File: src/rtl/ram_arb_pkg.sv
// ram_arb_pkg: shared widths, owner/state encodings and the downloader
// FIFO entry layout used by the RAM port arbiter and its write buffer.
package ram_arb_pkg;

  localparam int ADDR_W  = 25;
  localparam int DATA_W  = 8;
  localparam int ENTRY_W = ADDR_W + DATA_W;

  typedef enum logic [1:0] {
    OWN_NONE,
    OWN_DL,
    OWN_CPU,
    OWN_VID
  } owner_t;

  typedef enum logic [1:0] {
    ST_IDLE,
    ST_ISSUE,
    ST_WAIT
  } state_t;

  typedef struct packed {
    logic [ADDR_W-1:0] addr;
    logic [DATA_W-1:0] data;
  } dl_entry_t;

  // Builds a flat FIFO word from a downloader address/data pair.
  function automatic logic [ENTRY_W-1:0] pack_entry(input logic [ADDR_W-1:0] a,
                                                    input logic [DATA_W-1:0] d);
    dl_entry_t e;
    e.addr = a;
    e.data = d;
    return e;
  endfunction

endpackage

File: src/rtl/ram_arb_dl_fifo.sv
// ram_arb_dl_fifo: small synchronous FIFO buffering downloader writes.
// The head entry is held in a register so the arbiter can latch it
// directly when it grants the port. A push while full is only accepted
// when a pop happens in the same cycle; otherwise o_drop pulses.
module ram_arb_dl_fifo
  import ram_arb_pkg::*;
#(
  parameter int DEPTH = 4
) (
  input  logic               clk,
  input  logic               reset_n,
  input  logic               i_push,
  input  logic [ENTRY_W-1:0] i_entry,
  input  logic               i_pop,
  output logic [ENTRY_W-1:0] o_head,
  output logic               o_empty,
  output logic               o_full,
  output logic               o_drop
);

  localparam int AW = (DEPTH < 2) ? 1 : $clog2(DEPTH);
  localparam logic [AW:0] CNT_FULL = (AW+1)'(DEPTH);
  localparam logic [AW:0] CNT_ONE  = (AW+1)'(1);

  logic [ENTRY_W-1:0] r_mem [DEPTH];
  logic [ENTRY_W-1:0] r_head;
  logic [AW-1:0]      r_wr_ptr;
  logic [AW-1:0]      r_rd_ptr;
  logic [AW:0]        r_count;

  logic               w_empty;
  logic               w_full;
  logic               w_push_ok;
  logic [AW-1:0]      w_rd_next;

  assign w_empty   = (r_count == '0);
  assign w_full    = (r_count == CNT_FULL);
  assign w_push_ok = i_push & (~w_full | i_pop);
  assign w_rd_next = r_rd_ptr + AW'(1);

  // Storage write; no reset needed, occupancy is tracked by r_count.
  always_ff @(posedge clk) begin
    if (w_push_ok) begin
      r_mem[r_wr_ptr] <= i_entry;
    end
  end

  // Pointers and occupancy count; push and pop in one cycle cancel out.
  always_ff @(posedge clk) begin
    if (!reset_n) begin
      r_wr_ptr <= '0;
      r_rd_ptr <= '0;
      r_count  <= '0;
    end else begin
      if (w_push_ok) begin
        r_wr_ptr <= r_wr_ptr + AW'(1);
      end
      if (i_pop) begin
        r_rd_ptr <= w_rd_next;
      end
      case ({w_push_ok, i_pop})
        2'b10:   r_count <= r_count + CNT_ONE;
        2'b01:   r_count <= r_count - CNT_ONE;
        default: r_count <= r_count;
      endcase
    end
  end

  // Registered head: refilled from storage on a pop, or bypassed from
  // the incoming word when the FIFO is (or is about to become) empty.
  always_ff @(posedge clk) begin
    if (!reset_n) begin
      r_head <= '0;
    end else if (i_pop && (r_count > CNT_ONE)) begin
      r_head <= r_mem[w_rd_next];
    end else if (w_push_ok && (w_empty || (i_pop && (r_count == CNT_ONE)))) begin
      r_head <= i_entry;
    end
  end

  assign o_head  = r_head;
  assign o_empty = w_empty;
  assign o_full  = w_full;
  assign o_drop  = i_push & w_full & ~i_pop;

endmodule

File: src/rtl/ram_port_arbiter.sv
// ram_port_arbiter: shares one SDRAM req/ack port between the ROM/PRG
// downloader (buffered, top priority), the Z80 CPU and the video fetcher.
// Video normally beats the CPU, but a CPU that has watched STARVE_MAX
// video grants in a row wins next. The CPU is held off while a download
// is active.
// Optional build macro: RAM_ARB_ROM_WP_EN -- once rom_done is set, CPU
// writes below ROM_SIZE are acknowledged without touching RAM.
module ram_port_arbiter
  import ram_arb_pkg::*;
#(
  parameter int                DL_FIFO_DEPTH = 4,
  parameter int                STARVE_MAX    = 3,
  parameter logic [ADDR_W-1:0] ROM_SIZE      = 25'h10000
) (
  input  logic              clk,
  input  logic              reset_n,
  input  logic              dl_active,
  input  logic              dl_wr,
  input  logic [ADDR_W-1:0] dl_addr,
  input  logic [DATA_W-1:0] dl_data,
  input  logic              rom_done,
  input  logic              cpu_req,
  input  logic              cpu_we,
  input  logic [ADDR_W-1:0] cpu_addr,
  input  logic [DATA_W-1:0] cpu_din,
  output logic [DATA_W-1:0] cpu_dout,
  output logic              cpu_ack,
  output logic              cpu_wait,
  input  logic              vid_req,
  input  logic [ADDR_W-1:0] vid_addr,
  output logic [DATA_W-1:0] vid_dout,
  output logic              vid_ack,
  output logic              mem_req,
  output logic              mem_we,
  output logic [ADDR_W-1:0] mem_addr,
  output logic [DATA_W-1:0] mem_din,
  input  logic [DATA_W-1:0] mem_dout,
  input  logic              mem_ack,
  output logic              dl_busy,
  output logic              dl_overflow
);

  localparam int SW = (STARVE_MAX < 1) ? 1 : $clog2(STARVE_MAX + 1);
  localparam logic [SW-1:0] STARVE_LIM = SW'(STARVE_MAX);

  state_t            r_state;
  owner_t            r_owner;
  logic              r_mem_req;
  logic              r_mem_we;
  logic [ADDR_W-1:0] r_mem_addr;
  logic [DATA_W-1:0] r_mem_din;
  logic              r_cpu_ack;
  logic              r_vid_ack;
  logic [DATA_W-1:0] r_cpu_dout;
  logic [DATA_W-1:0] r_vid_dout;
  logic [SW-1:0]     r_starve;
  logic              r_overflow;
  logic              r_wp;

  logic [ENTRY_W-1:0] w_fifo_head;
  dl_entry_t          w_head;
  logic               w_fifo_empty;
  logic               w_fifo_full;
  logic               w_fifo_drop;
  logic               w_fifo_pop;
  logic               w_idle;
  logic               w_cpu_hi;
  logic               w_cpu_lo;
  logic               w_grant_dl;
  logic               w_grant_cpu;
  logic               w_grant_vid;
  logic               w_rom_hit;

  ram_arb_dl_fifo #(
    .DEPTH (DL_FIFO_DEPTH)
  ) u_dl_fifo (
    .clk     (clk),
    .reset_n (reset_n),
    .i_push  (dl_wr),
    .i_entry (pack_entry(dl_addr, dl_data)),
    .i_pop   (w_fifo_pop),
    .o_head  (w_fifo_head),
    .o_empty (w_fifo_empty),
    .o_full  (w_fifo_full),
    .o_drop  (w_fifo_drop)
  );

  assign w_head = dl_entry_t'(w_fifo_head);

  // The buffered downloader entry retires when its RAM access completes.
  assign w_fifo_pop = (r_state == ST_WAIT) & mem_ack & (r_owner == OWN_DL);

  // Priority: FIFO, starved CPU, video, CPU. CPU never wins during a download.
  assign w_idle      = (r_state == ST_IDLE);
  assign w_cpu_hi    = cpu_req & ~dl_active & (r_starve == STARVE_LIM);
  assign w_cpu_lo    = cpu_req & ~dl_active;
  assign w_grant_dl  = w_idle & ~w_fifo_empty;
  assign w_grant_cpu = w_idle & w_fifo_empty & (w_cpu_hi | (~vid_req & w_cpu_lo));
  assign w_grant_vid = w_idle & w_fifo_empty & ~w_cpu_hi & vid_req;

`ifdef RAM_ARB_ROM_WP_EN
  assign w_rom_hit = cpu_we & rom_done & (cpu_addr < ROM_SIZE);
`else
  logic w_unused;
  assign w_rom_hit = 1'b0;
  assign w_unused  = rom_done ^ (|ROM_SIZE);
`endif

  // Arbitration FSM: latch winner in IDLE, raise mem_req in ISSUE, hold until mem_ack.
  always_ff @(posedge clk) begin
    if (!reset_n) begin
      r_state    <= ST_IDLE;
      r_owner    <= OWN_NONE;
      r_mem_req  <= 1'b0;
      r_mem_we   <= 1'b0;
      r_mem_addr <= '0;
      r_mem_din  <= '0;
      r_cpu_ack  <= 1'b0;
      r_vid_ack  <= 1'b0;
      r_cpu_dout <= '0;
      r_vid_dout <= '0;
      r_wp       <= 1'b0;
    end else begin
      r_cpu_ack <= 1'b0;
      r_vid_ack <= 1'b0;
      case (r_state)
        ST_IDLE: begin
          if (w_grant_dl) begin
            r_owner    <= OWN_DL;
            r_mem_we   <= 1'b1;
            r_mem_addr <= w_head.addr;
            r_mem_din  <= w_head.data;
            r_wp       <= 1'b0;
            r_state    <= ST_ISSUE;
          end else if (w_grant_cpu) begin
            r_owner    <= OWN_CPU;
            r_mem_we   <= cpu_we;
            r_mem_addr <= cpu_addr;
            r_mem_din  <= cpu_din;
            r_wp       <= w_rom_hit;
            r_state    <= ST_ISSUE;
          end else if (w_grant_vid) begin
            r_owner    <= OWN_VID;
            r_mem_we   <= 1'b0;
            r_mem_addr <= vid_addr;
            r_wp       <= 1'b0;
            r_state    <= ST_ISSUE;
          end
        end
        ST_ISSUE: begin
          if (r_wp) begin
            // Protected ROM write: complete locally, RAM never sees it.
            r_cpu_ack <= 1'b1;
            r_wp      <= 1'b0;
            r_owner   <= OWN_NONE;
            r_state   <= ST_IDLE;
          end else begin
            r_mem_req <= 1'b1;
            r_state   <= ST_WAIT;
          end
        end
        ST_WAIT: begin
          if (mem_ack) begin
            r_mem_req <= 1'b0;
            if (r_owner == OWN_CPU) begin
              r_cpu_ack  <= 1'b1;
              r_cpu_dout <= mem_dout;
            end
            if (r_owner == OWN_VID) begin
              r_vid_ack  <= 1'b1;
              r_vid_dout <= mem_dout;
            end
            r_owner <= OWN_NONE;
            r_state <= ST_IDLE;
          end
        end
        default: begin
          r_mem_req <= 1'b0;
          r_owner   <= OWN_NONE;
          r_state   <= ST_IDLE;
        end
      endcase
    end
  end

  // Starve counter: video grants seen while the CPU keeps asking.
  always_ff @(posedge clk) begin
    if (!reset_n) begin
      r_starve <= '0;
    end else if (!cpu_req || w_grant_cpu) begin
      r_starve <= '0;
    end else if (w_grant_vid && (r_starve != STARVE_LIM)) begin
      r_starve <= r_starve + SW'(1);
    end
  end

  // Sticky flag for a downloader write lost to a full buffer.
  always_ff @(posedge clk) begin
    if (!reset_n) begin
      r_overflow <= 1'b0;
    end else if (w_fifo_drop) begin
      r_overflow <= 1'b1;
    end
  end

  assign mem_req     = r_mem_req;
  assign mem_we      = r_mem_we;
  assign mem_addr    = r_mem_addr;
  assign mem_din     = r_mem_din;
  assign cpu_ack     = r_cpu_ack;
  assign cpu_dout    = r_cpu_dout;
  assign vid_ack     = r_vid_ack;
  assign vid_dout    = r_vid_dout;
  assign dl_overflow = r_overflow;
  assign dl_busy     = ~w_fifo_empty | (r_owner == OWN_DL);
  assign cpu_wait    = reset_n & ((cpu_req & ~r_cpu_ack) | dl_active);

endmodule

File: config.mk
export PLATFORM = sky130hd
export DESIGN_NAME = ram_port_arbiter
export DESIGN_NICKNAME = d
export VERILOG_FILES = /design/src/rtl/ram_arb_pkg.sv /design/src/rtl/ram_arb_dl_fifo.sv /design/src/rtl/ram_port_arbiter.sv
export SDC_FILE = /design/constraint.sdc
export NUM_CORES = 1
export LEC_CHECK = 0
export CELL_PAD_IN_SITES_DETAIL_PLACEMENT = 1
export CELL_PAD_IN_SITES_GLOBAL_PLACEMENT = 2
export CORE_ASPECT_RATIO = 0.9
export CORE_MARGIN = 3
export CORE_UTILIZATION = 36
export CTS_CLUSTER_DIAMETER = 150
export DETAILED_ROUTE_END_ITERATION = 8
export GPL_ROUTABILITY_DRIVEN = 0
export PLACE_DENSITY_LB_ADDON = 0.1
export SETUP_SLACK_MARGIN = 0.15
export SKIP_LAST_GASP = 1
export SYNTH_ARGS = -nofsm -noshare
export SYNTH_HDL_FRONTEND = slang
export SYNTH_SLANG_ARGS = --single-unit
File: constraint.sdc
create_clock -name clk -period 2.5 [get_ports clk]
set_input_delay 0.375 -clock clk [delete_from_list [all_inputs] [get_ports clk]]
set_output_delay 0.375 -clock clk [all_outputs]
set_load 0.03 [all_outputs]
Word-level counts from Yosys, hierarchy flattened
Memory sizes are Yosys's and may differ from the RTL's.
Index checks and enable logic that the tools add are counted.
W data, S select, Z words.
- output and inout port bits: 56
- memories: 1
- latch bits: 0
- bits in writable memories: 132
- bits in registers: 101
- ROM bits: 0
- bits of input ports: 108
- word-level logic and storage cells: 126
- order comparisons: 1
- equal/unequal tests: 15
- divide/modulo/power cells: 0
- shift-type cells: 0
- reduce and logical (&&, ||, !) cells: 24
- add/sub/neg operators: 5
- bitwise gates (word level): 28
- $mul: 0
- mux-type cells: 35
- memory list (name ; words ; bits a word ; read ports ; clocked after Yosys merged registers in ; wr ports ; line ; source):
    u_dl_fifo.r_mem ; 4 ; 33 ; 1 ; 0 ; 1 ; ram_arb_dl_fifo.sv:25 ; logic [ENTRY_W-1:0] r_mem [DEPTH];
- operator list (operator ; count):
    $mux W25 ; 3
    $mux W33 ; 2
    $mux W2 ; 9
    $mux W8 ; 2
    $and A1 B1 Y1 ; 15
    $reduce_and A3 Y1 ; 5
    $mux W1 ; 13
    $pmux W2 S3 ; 2
    $eq A2 B2 Y1 const B ; 5
    $not A1 Y1 ; 9
    $ne A2 B2 Y1 const B ; 4
    $reduce_and A2 Y1 ; 4
    $reduce_bool A2 Y1 ; 4
    $add A2 B1 Y2 const B ; 3
    $eq A2 B1 Y1 const B ; 3
    $pmux W3 S2 ; 1
    $logic_and A1 B1 Y1 ; 4
    $ne A4 B1 Y1 const B ; 1
    $or A1 B1 Y1 ; 4
    $pmux W1 S2 ; 2
    $add A3 B1 Y3 const B ; 1
    $eq A3 B1 Y1 const B ; 1
    $eq A3 B3 Y1 const B ; 1
    $gt A3 B1 Y1 const B ; 1
    8 further kinds ; 9

Longest topological paths before layout
Gate-level depths: netlist of run 1.
- depth after elaboration: 10
- mapped depth: 10
- depth with buffers taken out: 10

Hierarchy
Synthesis of run 1 repeated with hierarchy kept, for this count alone.
- cells, all modules: 729
- area, all modules: 9874.5 um^2
- by module, submodules not included (module ; seq. area each (um^2) ; instances ; cells each ; area an instance (um^2)):
    ram_arb_dl_fifo ; 4764.6 ; 1 ; 378 ; 6902.9
    ram_port_arbiter ; 1201.2 ; 1 ; 351 ; 2971.6

Least setup slack after synthesis of run 1
Ideal clock, no wire load.
- path type: register to register
- start: register r_state[0]
- end: memory u_dl_fifo.r_mem[1][0] (netlist bit) (enable)
- stages on the path, launching flop included: 6
- setup slack: 0.305 ns
- setup time: 0.393 ns
- required time: 2.107 ns
- clock period less this slack: 2.195 ns
- arrival time: 1.801 ns
- cells stage by stage: dfxtp_1 buf_4 and3b_1 buf_6 a21o_1 and3_1
- longest elaborated chain between the ends: 7
- ends and longest elaborated chain (element ; line ; source):
    start: declaration ; ram_port_arbiter.sv:46 ; state_t r_state;
    start signal: assignment ; ram_port_arbiter.sv:112 ; r_state <= ST_IDLE;
    start signal: assignment ; ram_port_arbiter.sv:134 ; r_state <= ST_ISSUE;
    start signal: assignment ; ram_port_arbiter.sv:141 ; r_state <= ST_ISSUE;
    $eq A2 B2 Y1 ; ram_port_arbiter.sv:91 ; assign w_fifo_pop = (r_state == ST_WAIT) & mem_ack & (r_owner == OWN_DL);
    $and A1 B1 Y1 (2 in a row) ; ram_port_arbiter.sv:91 ;
    $or A1 B1 Y1 ; ram_arb_dl_fifo.sv:38 ; assign w_push_ok = i_push & (~w_full | i_pop);
    $and A1 B1 Y1 ; ram_arb_dl_fifo.sv:38 ;
    $mux W1 ; ram_arb_dl_fifo.sv:43 ; if (w_push_ok) begin
    $mux W1 (implied by the code) ; ram_arb_dl_fifo.sv:44 ; r_mem[r_wr_ptr] <= i_entry;
    end: declaration ; ram_arb_dl_fifo.sv:25 ;
No other way between the ends.

Worst setup path after layout of run 1
- start: register u_dl_fifo.r_count[0]
- end: output port dl_busy
- longest elaborated chain between the ends: 3
- ends and longest elaborated chain (element ; line ; source):
    start: declaration ; ram_arb_dl_fifo.sv:29 ; logic [AW:0] r_count;
    start signal: assignment ; ram_arb_dl_fifo.sv:62 ; 2'b10: r_count <= r_count + CNT_ONE;
    start signal: assignment ; ram_arb_dl_fifo.sv:63 ; 2'b01: r_count <= r_count - CNT_ONE;
    start signal: assignment ; ram_arb_dl_fifo.sv:64 ; default: r_count <= r_count;
    $logic_not A3 Y1 ; ram_arb_dl_fifo.sv:36 ; assign w_empty = (r_count == '0);
    $not A1 Y1 ; ram_port_arbiter.sv:215 ; assign dl_busy = ~w_fifo_empty | (r_owner == OWN_DL);
    $or A1 B1 Y1 ; ram_port_arbiter.sv:215 ;
    end: declaration ; ram_port_arbiter.sv:39 ; output logic dl_busy,
No other way between the ends.

==> reports/metrics.cfg, run 1 <==
[logic_synthesis]
synth_cells = 727
synth_cell_types = 47
postSynthAreaPerCell_sq_um = 13.5
synth_seq_cells = 232
seq_area_frac_synth_pct = 61.0
synth_warnings = 0
synth_top_area_share_pct = 40.5
synth.area.top_cells = edfxtp_1 (41%), dfxtp_1 (20%), mux4_2 (7.6%), a311oi_2 (4.6%), nand2_1 (3.3%)
syn-num-nets = 845
synth_area_sq_mm = 0.00978
yosysTopAreaCell = edfxtp_1

[floorplan]
coreArea_sq_mm = 0.0264
die_w_microns = 180
io_pins = 164
fp-row-count = 56
die-area_sq_mm = 0.0292
floorplan.initialDensity_pct = 37.0
chipHeight_microns = 162

[timing]
setup_tns_ns = 0
tightestPinTransition_ns = 1.03
worst_slack_ns = 0.277
period_minus_slack_ns = 2.22
clock.fmax_mhz = 450
finalHoldViolations = 0
slew_headroom_pct = 31.1
grt_setup_unrepaired = false
setup_viol = 0
finClkSkew_ns = 0.0110
slew_viol_final = 0
period_share_pct = 88.9

[clock_tree]
cts_buffers = 26
holdBufCountCts = 0
ctsHtreeMaxLevel = 1
cts_root_buffer = clkbuf_16
cts_tree = built
cts.sinks = 232
clk_pin_slew_ns = 0.06
clockBufferDepth = 3
clkLatencyLatePin_ns = 0.53

[global_route]
grt_pass1_vias = 7249
grt_start_max_net_pins = 72
antenna_found_initial = 0
grt.total_usage_pct = 18.6
grt_first_pass_wirelength_mm = 43.5
grt_overflow = 0

[route]
drt-total-wl_mm = 27.5
drt-initial-drc-count = 429
antenna_left = 0
wl_met1_mm = 13.5
route.met2.wl_mm = 12.4
vias = 6746
drc_errors = 0
via_per_inst = 5.37
routedWlPerCell_microns = 21.9
wl_met3_mm = 1.14
top_layer_used = met4
dr.pass1.iters = 4

[finish]
nFillCells = 2690
nets = 1007
multi_input_area_sq_mm = 0.00349
area_delta_synth_final_pct = 30.9
drive_above_1_share_pct = 19.4
antenna_cells = 0
final_common_cell = clkdlybuf4s50_1
register_area_sq_mm = 0.00597
layout_common_cells = clkdlybuf4s50_1 (161), edfxtp_1 (132), dfxtp_1 (99)

[worst_setup_path]
rr_endpoint = u_dl_fifo.r_mem[2][17]
end_kind = primary output
cp_max_fo = 5
path_class = reg -> out
reg2regPathDepth = 5
ff2ff_setup_slack_ns = 0.36
r2r-start = r_state[1]
crit_required_ns = 2.12
worstPathArrival_ns = 1.85
critPathLaunchType = register

[min_path]
hold_class = in -> reg
hold_depth = 3
min_to = mem_din[4]
worstHoldStart = cpu_din[4]

[placement]
post-place-ws_ns = 0.0455
hpwl_mm = 18.2
numPortBuffers = 162

[outcome]
status = complete, no violations

[run]
maxCapViolations = 0

[power_and_ir_drop]
power_density_mw_per_mm2 = 814
leakage_nw = 4.42
irDropWorstVdd_mv = 0.475

area by class of cell:
type,instances,share of cell area [%]
sequential,232,46.6
multi-input combinational,422,27.3
timing repair buffer,199,16.1
clock buffer,32,5.26
tap,348,3.40
clock inverter,15,1.10
inverter,8,0.235
through the flow:
stage / total power (W) / instances / utilization (%) / instance area (sq um) / hold slack (ns)
after floorplan: 0.00592 / 727 / - / 9780 / 0.456
after global placement: 0.00680 / 1209 / 45.3 / 12000 / 0.465
after detailed placement: 0.00687 / 1209 / 45.3 / 12000 / 0.469
after CTS: 0.0106 / 1256 / 48.4 / 12800 / 0.423
after global routing: 0.0109 / 1256 / 48.5 / 12800 / 0.448
final: 0.0104 / 1256 / 48.5 / 12800 / 0.448
per-layer routing:
layer / global-route usage [%] / up-vias
met3: 3.19 / 26
met2: 29.8 / 169
met1: 27.1 / 3429
met4: 3.48 / 0
li1: - / 3122
met5: 0 / -
state kept, by name, summed over array words and instances, names as in the netlist, 3 cells and up:
signal	count
mem_din	8
cpu_dout	8
mem_addr	25
u_dl_fifo.r_count	3
u_dl_fifo.r_mem	132
vid_dout	8
u_dl_fifo.o_head	33
synthesized netlist by cell type, drive strengths merged:
cell type / count
nor2: 26
clkbuf: 37
buf: 28
nand3b: 1
mux4: 33
nor4: 1
edfxtp: 132
inv: 8
o221a: 25
or3: 2
nand3: 31
nor3b: 25
ha: 10
o211a: 2
and2: 3
a211oi: 1
o21ai: 10
a21oi: 12
xnor2: 2
and3: 5
nand2b: 4
nor2b: 3
nand2: 86
nor3: 44
nor4b: 1
a21o: 1
xor2: 3
mux2i: 18
o21ba: 1
a311oi: 41
or2: 1
dfxtp: 100
a32o: 1
o211ai: 1
or4b: 1
a2bb2oi: 25
and3b: 1
o21a: 1
critical path, stage by stage, from the launching register on:
cell and delay, ns:
dfxtp_1 0.42, inv_1 0.09, ha_1 0.25, nor2b_4 0.16
nand2b_1 0.09, clkdlybuf4s15_2 0.30
kinds of logic after synthesis:
logic type / Yosys count / share of synthesized area, %
and+or+nand+nor: 235 / 11.7
DFF: 232 / 61.0
AOI/OAI and AO/OA: 121 / 12.6
buffers and inverters: 73 / 3.54
muxes: 51 / 9.44
adders and majority gates: 10 / 1.28
xor gates and xnor gates: 5 / 0.448
worst max-delay path by stage:
stage / from / to / slack (ns) / cells past startpoint
3_3_place_gp: mem_ack / u_dl_fifo.r_mem[0][27] / 0.1 / 6
2_1_floorplan: r_state[0] / u_dl_fifo.r_mem[1][0] / 0.31 / 5
3_5_place_dp: mem_ack / u_dl_fifo.r_mem[1][24] / 0.05 / 6
5_1_grt: u_dl_fifo.r_count[0] / dl_busy / 0.16 / 5
4_1_cts: u_dl_fifo.r_count[0] / mem_din[3] / 0.18 / 7
6_report: u_dl_fifo.r_count[0] / dl_busy / 0.28 / 5
where the power goes:
part,internal (W),switching (W)
Combinational,0.00100,0.00118
Clock,0.00212,0.00152
Sequential,0.00438,0.000217
what timing repair did:
action,CTS,global route
setup buffers,0,0
endpoints found under the setup margin,6,34
resized for setup,5,2
(Power assumes the default switching activity.)
==> run 2, diff against run 1 <==
Settings changed: CTS_CLUSTER_SIZE from default to 28, REMOVE_ABC_BUFFERS from default to 1.
==> run 2 against run 1 <==
Against the previous run:
- die area unchanged
- critical endpoint unchanged
- power decreased by 13%
- clock-buffer cell count decreased by 13
- hold slack improved by 0.019 ns
- largest cell class unchanged
- combinational power increased by 4%
- highest routed layer unchanged
==> reports/metrics.cfg, run 2 (synthesis gave the netlist of run 1 again) <==
[outcome]
status = complete, no violations

[finish]
drive_above_1_share_pct = 19.2  ; -0.17 points
final_common_cell = clkdlybuf4s50_1
largest-register = u_dl_fifo.r_mem
largest_register_ffs = 132  ; unchanged
final_cells = 1238  ; -1.4%
final_core_util_pct = 47.2  ; -1.2 points
antenna_cells = 0  ; unchanged
nets = 1002  ; -0.50%
layout_common_cells = clkdlybuf4s50_1 (159), edfxtp_1 (132), dfxtp_1 (97)
nFillCells = 2641  ; -1.8%
area_delta_synth_final_pct = 27.6

[floorplan]
die_w_microns = 180  ; unchanged
chipHeight_microns = 162  ; unchanged
coreArea_sq_mm = 0.0264  ; unchanged
floorplan.initialDensity_pct = 37.0  ; unchanged
fp-row-count = 56  ; unchanged
die-area_sq_mm = 0.0292  ; unchanged
io_pins = 164  ; unchanged

[power_and_ir_drop]
leakage_nw = 4.27  ; -3.4%
power_density_mw_per_mm2 = 726  ; -11%
irDropWorstVdd_mv = 0.448  ; -5.7%

[route]
antenna_left = 0  ; unchanged
dr.pass1.iters = 4  ; unchanged
vias = 6673  ; -1.1%
routedWlPerCell_microns = 22.1  ; +0.80%
drt-total-wl_mm = 27.3  ; -0.64%
drc_errors = 0  ; unchanged
drt-initial-drc-count = 309  ; -28%
via_per_inst = 5.39  ; +0.36%

[global_route]
antenna_found_initial = 0  ; unchanged
grt_first_pass_wirelength_mm = 42.4  ; -2.6%
grt.total_usage_pct = 18.4  ; -0.27 points
grt_overflow = 0  ; unchanged
grt_pass1_vias = 7238  ; -0.15%
grt_start_max_net_pins = 47  ; -35%

[timing]
setup_tns_ns = 0  ; unchanged
finalHoldViolations = 0  ; unchanged
tightestPinTransition_ns = 0.581  ; -0.454 ns
slew_headroom_pct = 61.3  ; +30 points
period_share_pct = 90.1  ; +1.1 points
slew_viol_final = 0  ; unchanged
finClkSkew_ns = 0.0271  ; +0.0161 ns
setup_viol = 0  ; unchanged
clock.fmax_mhz = 444  ; -1.3%
period_minus_slack_ns = 2.25  ; +0.0286 ns
grt_setup_unrepaired = false
timing.hold.ws_ns = 0.467  ; +0.0193 ns

[placement]
dp_cells = 1218  ; +0.74%
hpwl_mm = 18.2  ; about the same
numPortBuffers = 162  ; unchanged

[worst_setup_path]
path_class = reg -> out
end_kind = primary output
ff2ff_setup_slack_ns = 0.34  ; -0.02 ns
crit_required_ns = 2.12  ; about the same
worstPathArrival_ns = 1.88  ; +0.03 ns
critPathLaunchType = register
cp_max_fo = 4  ; -1

[run]
maxCapViolations = 0  ; unchanged

[clock_tree]
cts_tree = built
clk_pin_slew_ns = 0.12  ; +0.06 ns
clkLatencyLatePin_ns = 0.48  ; -0.05 ns
clockBufferDepth = 3  ; unchanged
cts_buffers = 12  ; -54%
cts.sinks = 232  ; unchanged
ctsHtreeMaxLevel = 1  ; unchanged
cts_root_buffer = clkbuf_16

[min_path]
hold_class = in -> reg

run 2: per-layer routing:
layer / vias up / wire, microns / global-route usage, %
li1: 3103 / - / -
met1: 3396 / 12200 / 24.8
met2: 155 / 13400 / 32.1
met3: 19 / 1470 / 2.93
met4: 0 / 319 / 2.92
met5: - / 0 / 0
run 2: through the flow:
| stage | setup slack [ns] | instance area [sq um] | total power (W) |
|---|---|---|---|
| 6_report | 0.248 | 12500 | 0.00906 |
| 2_1_floorplan | -0.839 | 9460 | 0.00583 |
| 4_1_cts | 0.129 | 12500 | 0.00920 |
| 3_5_place_dp | 0.0564 | 12100 | 0.00693 |
| 3_3_place_gp | 0.104 | 12100 | 0.00686 |
| 5_1_grt | 0.153 | 12500 | 0.00948 |
run 2: critical path, cell delays in order (launching register included):
cell             delay [ns]
dfxtp_1                0.35
inv_1                  0.13
ha_2                   0.23
nor2b_1                0.18
buf_4                  0.17
nand2b_1               0.06
clkdlybuf4s18_2        0.29
run 2: layout make-up:
| type | instances | area, sq um | share of cell area (%) |
|---|---|---|---|
| sequential | 232 | 5970 | 47.9 |
| clock inverter | 1 | 20.0 | 0.160 |
| clock buffer | 19 | 348 | 2.79 |
| multi-input combinational | 422 | 3510 | 28.1 |
| tap | 348 | 435 | 3.49 |
| timing repair buffer | 208 | 2160 | 17.3 |
| inverter | 8 | 31.3 | 0.251 |
run 2: power by group:
group,internal (W),leakage [nW],switching [W],total [W]
sequential,0.00437,2.04,0.000191,0.00456
clock,0.000997,0.177,0.00123,0.00223
combinational,0.00104,2.06,0.00123,0.00227
run 2: what timing repair did:
item,4_1_cts,5_1_grt
setup buffers,0,0
resized for setup,4,4
endpoints found under the setup margin,12,37
hold buffers,0,0
run 2: worst paths after layout:
kind / from / endpoint / depth (start not counted)
worst max register to register: r_state[1] / u_dl_fifo.r_count[2] / 8
worst min-delay path: reset_n / mem_addr[4] / 3
worst min register to register: u_dl_fifo.o_head[5] / mem_din[5] / 2
worst max-delay path: u_dl_fifo.r_count[1] / dl_busy / 6
==> run 3, diff against run 2 <==
Settings changed: CAP_MARGIN from default to 20, TNS_END_PERCENT from default to 50.
==> run 3 against run 2 <==
Against the previous run:
- die area unchanged
- critical endpoint unchanged
- core utilization about the same
- power shrank 0.13%
- maximum frequency is 3.6% lower
- final cell count unchanged
- non-clock buffer count is the same
- final area is essentially flat
- worst setup slack lost 0.084 ns
- via count decreased by 0.10%
- global-route usage stayed put
- first-iteration DRC count rose by 0.32%
==> reports/metrics.cfg, run 3 (synthesis gave the netlist of run 1 again) <==
[worst_setup_path]
path_class = reg -> out
r2r-start = u_dl_fifo.r_count[0]
crit_start = u_dl_fifo.r_count[0]
worstPathArrival_ns = 1.96  ; +0.08 ns
cp_max_fo = 5  ; +1
reg2regPathDepth = 8  ; unchanged
end_kind = primary output
critPathLaunchType = register
crit_required_ns = 2.12  ; about the same

[clock_tree]
cts_buffers = 12  ; unchanged
clk_pin_slew_ns = 0.11  ; about the same
clockBufferDepth = 3  ; unchanged
cts_root_buffer = clkbuf_16
cts_tree = built
ctsHtreeMaxLevel = 1  ; unchanged
cts.sinks = 232  ; unchanged
holdBufCountCts = 0  ; unchanged
clkLatencyLatePin_ns = 0.48  ; about the same

[route]
drt-initial-drc-count = 310  ; +0.32%
antenna_left = 0  ; unchanged
dr.pass1.iters = 4  ; unchanged
vias = 6666  ; -0.10%
drc_errors = 0  ; unchanged
via_per_inst = 5.38  ; -0.10%
routedWlPerCell_microns = 22.0  ; -0.12%
drt-total-wl_mm = 27.3  ; -0.12%

[finish]
nFillCells = 2641  ; unchanged
multi_input_area_sq_mm = 0.00351  ; about the same
final_common_cell = clkdlybuf4s50_1
layout_common_cells = clkdlybuf4s50_1 (159), edfxtp_1 (132), dfxtp_1 (98)
register_area_sq_mm = 0.00597  ; about the same
finalInstanceArea_sq_mm = 0.0125  ; about the same
antenna_cells = 0  ; unchanged
nets = 1002  ; unchanged
drive_above_1_share_pct = 19.0  ; -0.22 points
largest_register_ffs = 132  ; unchanged
area_delta_synth_final_pct = 27.5  ; about the same
largest-register = u_dl_fifo.r_mem
final_cells = 1238  ; unchanged

[placement]
post-place-ws_ns = 0.0564  ; unchanged
hpwl_mm = 18.2  ; unchanged
numPortBuffers = 162  ; unchanged
dp_cells = 1218  ; unchanged
placed_area_sq_mm = 0.0121  ; unchanged

[timing]
grt_setup_unrepaired = true
tightestPinTransition_ns = 0.582  ; +0.00177 ns
timing.hold.ws_ns = 0.470  ; +0.00282 ns
period_minus_slack_ns = 2.34  ; +0.0837 ns
worst_slack_ns = 0.164  ; -0.0837 ns
slew_headroom_pct = 61.2  ; -0.12 points
finClkSkew_ns = 0.0271  ; +0.000000200 ns
period_share_pct = 93.4  ; +3.3 points
setup_viol = 0  ; unchanged
finalHoldViolations = 0  ; unchanged
setup_tns_ns = 0  ; unchanged
clock.fmax_mhz = 428  ; -3.6%
slew_viol_final = 0  ; unchanged

[min_path]
hold_class = in -> reg
hold_depth = 3  ; unchanged
worstHoldStart = reset_n

[global_route]
grt_start_max_net_pins = 47  ; unchanged
grt_pass1_vias = 7238  ; unchanged
grt.total_usage_pct = 18.4  ; unchanged
grt_first_pass_wirelength_mm = 42.4  ; unchanged
grt_overflow = 0  ; unchanged
antenna_found_initial = 0  ; unchanged

[power_and_ir_drop]
irDropWorstVdd_mv = 0.448  ; about the same
power_density_mw_per_mm2 = 725  ; -0.11%
leakage_nw = 4.27  ; about the same

[floorplan]
io_pins = 164  ; unchanged
coreArea_sq_mm = 0.0264  ; unchanged
die_w_microns = 180  ; unchanged
die-area_sq_mm = 0.0292  ; unchanged
chipHeight_microns = 162  ; unchanged
fp-row-count = 56  ; unchanged
floorplan.initialDensity_pct = 37.0  ; unchanged

[run]
maxCapViolations = 0  ; unchanged

[outcome]
status = complete, no violations

==> run 3: cell count changes in the layout (fill, tap and decap cells not counted), sizes merged <==
cell / change
clkdlybuf4s15: +1
clkdlybuf4s18: -1
==> run 3: area by class of cell <==
cell class                 count  share of cell area [%]
tap                          348                    3.49
sequential                   232                    47.9
multi-input combinational    422                    28.1
inverter                       8                   0.251
timing repair buffer         208                    17.3
clock inverter                 1                   0.160
clock buffer                  19                    2.79
==> run 3: metal layers <==
metal  vias up  part of all wire [%]  track usage (%)
li1       3103                     -                -
met5         -                     0                0
met3        19                   4.7             2.93
met1      3404                    45             24.8
met2       140                    49             32.1
met4         0                   1.2             2.92
==> run 3: repair_timing <==
item                                    CTS  global route
endpoints found under the setup margin   12            37
setup buffers                             0             0
gates cloned                              0             0
resized for setup                         4             1
==> run 3: metrics by stage <==
stage | util, % | power, W
after floorplan | - | 0.00583
after global placement | 45.8 | 0.00686
after detailed placement | 45.8 | 0.00693
after CTS | 47.2 | 0.00920
after global routing | 47.2 | 0.00948
final | 47.2 | 0.00905
==> run 3: worst max-delay path, stage by stage (launching register included) <==
cell and delay (ns):
dfxtp_1 0.45, inv_1 0.10, ha_1 0.25, nor2b_1 0.16, buf_4 0.17, nand2b_1 0.06, clkdlybuf4s15_2 0.30
==> run 3: worst paths after layout <==
check	endpoint	slack (ns)
worst min register to register	mem_din[5]	0.49
worst min-delay path	mem_addr[4]	0.47
worst max register to register	u_dl_fifo.o_head[27]	0.28
worst max-delay path	dl_busy	0.16
==> run 3: power breakdown <==
| part | total (W) | leakage [nW] | internal [W] | switching [W] |
|---|---|---|---|---|
| clock | 0.00222 | 0.177 | 0.000996 | 0.00123 |
| combinational | 0.00227 | 2.06 | 0.00104 | 0.00123 |
| sequential | 0.00456 | 2.04 | 0.00437 | 0.000191 |
| total | 0.00905 | 4.27 | 0.00640 | 0.00264 |
